$ cat src/rtl/twofish_stream_ctrl.sv
// Word-stream front/back end for the Twofish datapath: packs 4x32b words into a block,
// applies optional CBC chaining, runs the core and unpacks the result with a valid/ready handshake.
module twofish_stream_ctrl #(
  parameter int CBC_EN = 1
) (
  input  logic         Clk,
  input  logic         Reset,
  input  logic         cfg_load,
  input  logic [127:0] cfg_key,
  input  logic [127:0] cfg_iv,
  input  logic         cfg_ende,
  input  logic         cfg_cbc,
  input  logic [31:0]  in_data,
  input  logic         in_valid,
  output logic         in_ready,
  output logic [31:0]  out_data,
  output logic         out_valid,
  input  logic         out_ready,
  output logic [127:0] dp_block,
  output logic [127:0] dp_key,
  output logic         dp_Start,
  output logic         dp_EnDe,
  input  logic [127:0] dp_o,
  input  logic         dp_busy,
  output logic         idle
);

  localparam logic CbcOn = (CBC_EN != 0);

  typedef enum logic [2:0] {
    S_FILL,
    S_START,
    S_ARM,
    S_WAIT,
    S_DRAIN
  } state_e;

  state_e       state_q;
  logic [1:0]   fill_cnt_q;
  logic [1:0]   drain_cnt_q;
  logic [127:0] blk_buf_q;
  logic [127:0] raw_q;
  logic [127:0] res_q;
  logic [127:0] chain_q;
  logic [127:0] key_q;
  logic [127:0] block_q;
  logic         ende_q;
  logic         cbc_q;
  logic         in_ready_q;
  logic         out_valid_q;
  logic         start_q;
  logic         idle_q;

  logic [127:0] blk_d;
  logic         cfg_take;
  logic         in_xfer;
  logic         out_xfer;

  assign blk_d    = {blk_buf_q[95:0], in_data};
  assign cfg_take = cfg_load && (state_q == S_FILL) && (fill_cnt_q == 2'd0);
  assign in_xfer  = in_valid && in_ready_q;
  assign out_xfer = out_ready && out_valid_q;

  always_ff @(posedge Clk or posedge Reset) begin
    if (Reset) begin
      state_q     <= S_FILL;
      fill_cnt_q  <= 2'd0;
      drain_cnt_q <= 2'd0;
      blk_buf_q   <= '0;
      raw_q       <= '0;
      res_q       <= '0;
      chain_q     <= '0;
      key_q       <= '0;
      block_q     <= '0;
      ende_q      <= 1'b0;
      cbc_q       <= 1'b0;
      in_ready_q  <= 1'b1;
      out_valid_q <= 1'b0;
      start_q     <= 1'b0;
      idle_q      <= 1'b1;
    end else begin
      case (state_q)
        S_FILL: begin
          // Config lands before any word of the block is buffered, so a word
          // arriving on the same edge already belongs to the new configuration.
          if (cfg_take) begin
            key_q  <= cfg_key;
            ende_q <= cfg_ende;
            cbc_q  <= cfg_cbc && CbcOn;
            if (CbcOn) chain_q <= cfg_iv;
          end
          if (in_xfer) begin
            blk_buf_q  <= blk_d;
            fill_cnt_q <= fill_cnt_q + 2'd1;
            idle_q     <= 1'b0;
            if (fill_cnt_q == 2'd3) begin
              raw_q      <= blk_d;
              block_q    <= (cbc_q && !ende_q) ? (blk_d ^ chain_q) : blk_d;
              start_q    <= 1'b1;
              in_ready_q <= 1'b0;
              state_q    <= S_START;
            end
          end
        end
        S_START: begin
          start_q <= 1'b0;
          state_q <= S_ARM;
        end
        // The core may not have raised busy yet, so busy is not trusted here.
        S_ARM: state_q <= S_WAIT;
        S_WAIT: begin
          if (!dp_busy) begin
            res_q       <= (cbc_q && ende_q) ? (dp_o ^ chain_q) : dp_o;
            if (cbc_q && CbcOn) chain_q <= ende_q ? raw_q : dp_o;
            out_valid_q <= 1'b1;
            state_q     <= S_DRAIN;
          end
        end
        S_DRAIN: begin
          if (out_xfer) begin
            res_q       <= {res_q[95:0], 32'h0};
            drain_cnt_q <= drain_cnt_q + 2'd1;
            if (drain_cnt_q == 2'd3) begin
              out_valid_q <= 1'b0;
              in_ready_q  <= 1'b1;
              idle_q      <= 1'b1;
              state_q     <= S_FILL;
            end
          end
        end
        default: state_q <= S_FILL;
      endcase
    end
  end

  assign in_ready  = in_ready_q;
  assign out_valid = out_valid_q;
  assign out_data  = res_q[127:96];
  assign dp_block  = block_q;
  assign dp_key    = key_q;
  assign dp_Start  = start_q;
  assign dp_EnDe   = ende_q;
  assign idle      = idle_q;

endmodule
$ cat config.mk
export PLATFORM = sky130hd
export DESIGN_NAME = twofish_stream_ctrl
export DESIGN_NICKNAME = d
export VERILOG_FILES = /design/src/rtl/twofish_stream_ctrl.sv
export SDC_FILE = /design/constraint.sdc
export NUM_CORES = 2
export LEC_CHECK = 0
export ABC_AREA = 1
export BUFFER_PORTS_ARGS = -buffer_cell sky130_fd_sc_hd__buf_2
export CORE_AREA = 2 2 279 281
export CTS_BUF_LIST = sky130_fd_sc_hd__clkbuf_4 sky130_fd_sc_hd__clkbuf_8
export DETAILED_ROUTE_END_ITERATION = 10
export DIE_AREA = 0 0 281 283
export PLACE_DENSITY = 0.71
export SLEW_MARGIN = 20
export SYNTH_ARGS = -nofsm -noshare
export SYNTH_HDL_FRONTEND = slang
export SYNTH_SLANG_ARGS = --single-unit
$ cat constraint.sdc
create_clock -name Clk -period 83.2 [get_ports Clk]
set_clock_uncertainty 0.2 [all_clocks]
set_input_delay 16.64 -clock Clk [delete_from_list [all_inputs] [get_ports Clk]]
set_output_delay 16.64 -clock Clk [all_outputs]
set_load 0.02 [all_outputs]
# Yosys cells after proc, flatten, opt, wreduce, memory -nomap -nowiden
# Index checks and enable logic that the tools add are counted.
# word_totals
reg_bits	749
in_bits	424
output_inout_bits	293
word_cells	86
# classes
addsub	2
eq_ne	13
mux	30
n_bitwise	2
n_reduce_logical	24
# op_table
op	n
$mux W128	8
$pmux W128 S2	2
$xor A128 B128 Y128	2
$mux W3	5
$pmux W3 S5	1
$ne A2 B2 Y1 const B	6
$reduce_and A4 Y1	3
$mux W1	10
$reduce_and A5 Y1	2
$reduce_and A3 Y1	3
$pmux W1 S2	4
$reduce_bool A2 Y1	4
$eq A3 B2 Y1 const B	2
$logic_and A1 B1 Y1	6
$reduce_and A2 Y1	3
$add A2 B1 Y2 const B	2
$eq A2 B2 Y1 const B	2
$eq A3 B1 Y1 const B	1
$eq A3 B3 Y1 const B	1
$logic_not A3 Y1	1
$logic_not A2 Y1	1
$ne A2 B1 Y1 const B	1
$logic_not A1 Y1	1

# Longest topological paths before layout
# depth
word_depth	5
depth_mapped	11
ltp_nobuf	8

# Worst setup path after synthesis
# Ideal clock, no wire load.
# synth_timing
path_type	input to register
startpoint	in in_valid
endpoint	reg block_q[0], in the netlist dp_block[0]
setup_time_ns	0.132
arrival_time_ns	17.584
t_required_ns	82.868
setup_slack_ns	65.284
stages	8
path_buffers	3
path_cell_list	nand2_1 -> nor3_2 -> nand2_1 -> buf_2 -> buf_4 -> buf_2 -> nand2_1 -> o21ai_1
# synth_via
elab_chain_cells	2
# synth_lines
item	line	source
start: declaration	14	input logic in_valid,
$logic_and A1 B1 Y1	61	assign in_xfer = in_valid && in_ready_q;
$reduce_and A3 Y1 (no line)	-	
end signal: assignment	98	block_q <= (cbc_q && !ende_q) ? (blk_d ^ chain_q) : blk_d;
end: declaration	46	logic [127:0] block_q;
# Every way passes these cells.
# A chain may end at the register's enable or synchronous reset.

# Final worst setup path
# layout_timing
startpoint	in in_valid
endpoint	reg block_q[81], in the netlist dp_block[81]
# Same word-level chain as after synthesis.

==> flow_metrics.env <==
export IMPL_ff2ff_path_depth=9
export IMPL_post_route_period_util=0.2423
export IMPL_ys_seq_area_frac=0.5061
export IMPL_rows=102
export IMPL_synth_nets=5419
export IMPL_cts_tree="done"
export IMPL_outcome="finished clean"
export IMPL_syn_cell_area_sq_um=37040
export IMPL_dr_pass1_iters=6
export IMPL_overflow=0
export IMPL_ys_warn_count=0
export IMPL_setup_slack_ps=63040
export IMPL_place_inst=6446
export IMPL_clock_path_buffers=3
export IMPL_grt_pass1_wl_um=209500
export IMPL_min_period_ps=20160
export IMPL_synth_cell_types=27
export IMPL_grt_max_degree=170
export IMPL_via_count=35581
export IMPL_dpl_cell_area_sq_um=40730
export IMPL_slew_viol_final=0
export IMPL_leakage_nw=24.15
export IMPL_power_density_nw_per_um2=39.07
export IMPL_antenna_found_initial=67
export IMPL_cts_max_level=4
export IMPL_drive_above_1_share=0.1811
export IMPL_port_buffers=716
export IMPL_endpoint="dp_block[81]$_DFFE_PP0P_"
export IMPL_clkSinkCount=749
export IMPL_irDropWorstVdd_mv=0.01954
export IMPL_dp_hpwl_um=96290
export IMPL_wl_um=140100
export IMPL_multi_input_area_sq_um=15210
export IMPL_cts_resized=0
export IMPL_drc=0
export IMPL_viasPerCell=5.289
export IMPL_syn_avg_cell_area_sq_um=7.420
export IMPL_fillers=7210
export IMPL_path_clk_slew_ps=60
export IMPL_cts_hold_buf=0
export IMPL_die_width_um=281
export IMPL_finalInstanceArea_sq_um=43750
export IMPL_die_area_sq_um=79520
export IMPL_layout_nets=5971
export IMPL_max_clock_freq_ghz=0.04960
export IMPL_startpoint_type="primary input"
export IMPL_r2r_slack_ps=78410
export IMPL_cp_startpoint="in_valid"
export IMPL_worstSkewPairLatency_ps=820
export IMPL_finalSetupTns_ps=0
export IMPL_hold_violations=0
export IMPL_fp_dieH_um=283
export IMPL_arrival_ps=20690
export IMPL_layout_area_overhead_vs_synth_pct=18.13
export IMPL_synth_cells=4992
export IMPL_timing_rr_start="state_q[1]$_DFFE_PP0P_"
export IMPL_initial_core_util=0.4829
export IMPL_required_ps=83730
export IMPL_ant_nets=0
export IMPL_hp_class="reg -> reg"
export IMPL_place_ws_ps=61950
export IMPL_cts_root_buf="clkbuf_8"
export IMPL_place_gp_congestion=0.9540
export IMPL_drtIter0Drc=3827
export IMPL_path_max_fanout=108
export IMPL_ys_ff_latch=749
export IMPL_num_io_pins=717
export IMPL_cts_setup_buffers=0
export IMPL_rsz0062_at_grt="false"
export IMPL_cts_made_buffers=136
export IMPL_path_class="in -> reg"
export IMPL_tightestPinTransition_ps=1127
export IMPL_holdPathStages=2
export IMPL_timing_rr_end="dp_block[81]$_DFFE_PP0P_"
export IMPL_grt_pass1_vias=34151
export IMPL_core_sq_um=76700
export IMPL_regArea_sq_um=18750
export IMPL_layoutNonFillerInstCount=6727
export IMPL_finalSetupViolCount=0
export IMPL_avgRoutedWirePerCell_um=20.82
export IMPL_cap_violations=0
export IMPL_slew_headroom=0.2488
export IMPL_end_kind="flop"
export IMPL_grt_usage=0.3507
[state kept, by name (all words and copies together), names as in the netlist, 2 cells and up]
name,cells
dp_block,128
dp_key,128
blk_buf_q,96
chain_q,128
state_q,3
fill_cnt_q,2
res_q,128
drain_cnt_q,2
raw_q,128
[synthesized netlist by cell type]
cell type  instances  area share
buf_6              1     0.00030
buf_2            163       0.022
o21ai_2            1     0.00024
ha_1               3      0.0010
nor2_1            38      0.0039
nand2_1         2282        0.23
inv_1            405       0.041
o21ai_0          418       0.056
nor2_4             1     0.00030
a21oi_1            2     0.00027
nand4_1            3     0.00051
inv_2              2     0.00020
buf_4             38      0.0077
dfstp_2            2      0.0014
clkinv_1           1     0.00010
nand3b_1           1     0.00020
nor3_2             1     0.00027
nand3_2            1     0.00027
nand3_1          369       0.050
buf_1             17      0.0017
dfrtp_1          747        0.50
xor2_1           130       0.031
o21ai_1          205       0.028
clkbuf_1         126       0.013
nand4_2            1     0.00034
nor3_1            32      0.0043
o21bai_1           2     0.00041
[per-layer routing]
metal  vias to the layer above  track usage  share of wire
met5                         -            0         0.0019
met3                       457      0.09293          0.096
met2                      1857       0.5434           0.45
met1                     16615       0.4240           0.37
li1                      16610            -              -
met4                        42       0.2484          0.077
[how the worst min path moves through the flow]
stage / slack, ps / endpoint / from
floorplan: 240 / raw_q[0]$_DFFE_PP0P_ / raw_q[0]$_DFFE_PP0P_
global placement: 250 / raw_q[28]$_DFFE_PP0P_ / raw_q[28]$_DFFE_PP0P_
detailed placement: 260 / res_q[117]$_DFFE_PP0P_ / res_q[117]$_DFFE_PP0P_
CTS: 280 / res_q[106]$_DFFE_PP0P_ / res_q[106]$_DFFE_PP0P_
global route: 290 / res_q[10]$_DFFE_PP0P_ / res_q[10]$_DFFE_PP0P_
finish: 270 / res_q[117]$_DFFE_PP0P_ / res_q[117]$_DFFE_PP0P_
[cells by family after synthesis]
| kind of cell | Yosys count | synth area share |
|---|---|---|
| buffers and inverters | 753 | 0.08587 |
| and+or+nand+nor | 2729 | 0.2912 |
| AOI/OAI and AO/OA | 628 | 0.08509 |
| DFF | 749 | 0.5061 |
| xor gates and xnor gates | 130 | 0.03074 |
| adders and majority gates | 3 | 0.001014 |
[power breakdown]
group | switching, mW | internal (mW) | leakage, nW | total, mW
sequential | 0.141 | 0.525 | 9.51 | 0.666
combinational | 0.470 | 0.200 | 13.1 | 0.670
clock | 0.166 | 0.208 | 1.55 | 0.374
total | 0.776 | 0.933 | 24.2 | 1.71
[per-stage QoR]
stage / util / hold slack (ps) / power, mW
final: 0.5705 / 273.6 / 1.710
after floorplan: - / 241.7 / 1.077
after detailed placement: 0.5310 / 260.4 / 1.328
after global routing: 0.5701 / 289.6 / 1.816
after CTS: 0.5690 / 275.8 / 1.705
after global placement: 0.5310 / 254.9 / 1.314
[critical path: stages]
cell	delay (ps)
buf_2	100
nand2_1	140
nor3_4	90
nand2_8	470
buf_4	900
buf_4	890
buf_4	950
nand2_1	150
o21ai_1	150
[final cells by class]
cell class / count / share of cell area
multi-input combinational: 3490 / 0.3477
tap: 1040 / 0.02974
sequential: 749 / 0.4286
antenna: 39 / 0.002230
clock inverter: 24 / 0.005662
timing repair buffer: 759 / 0.08965
clock buffer: 218 / 0.06100
inverter: 408 / 0.03540
[cells in the final DEF (no fill, tap or decap), drive strengths merged]
cell	n
a21oi	2
buf	759
bufinv	1
clkbuf	218
clkinv	13
clkinvlp	4
dfrtp	747
dfstp	2
diode	39
ha	3
inv	414
nand2	2282
nand3	370
nand3b	1
nand4	4
nor2	39
nor3	33
o21ai	624
o21bai	2
xor2	130
Note: power is estimated with default switching activity, not from simulation.
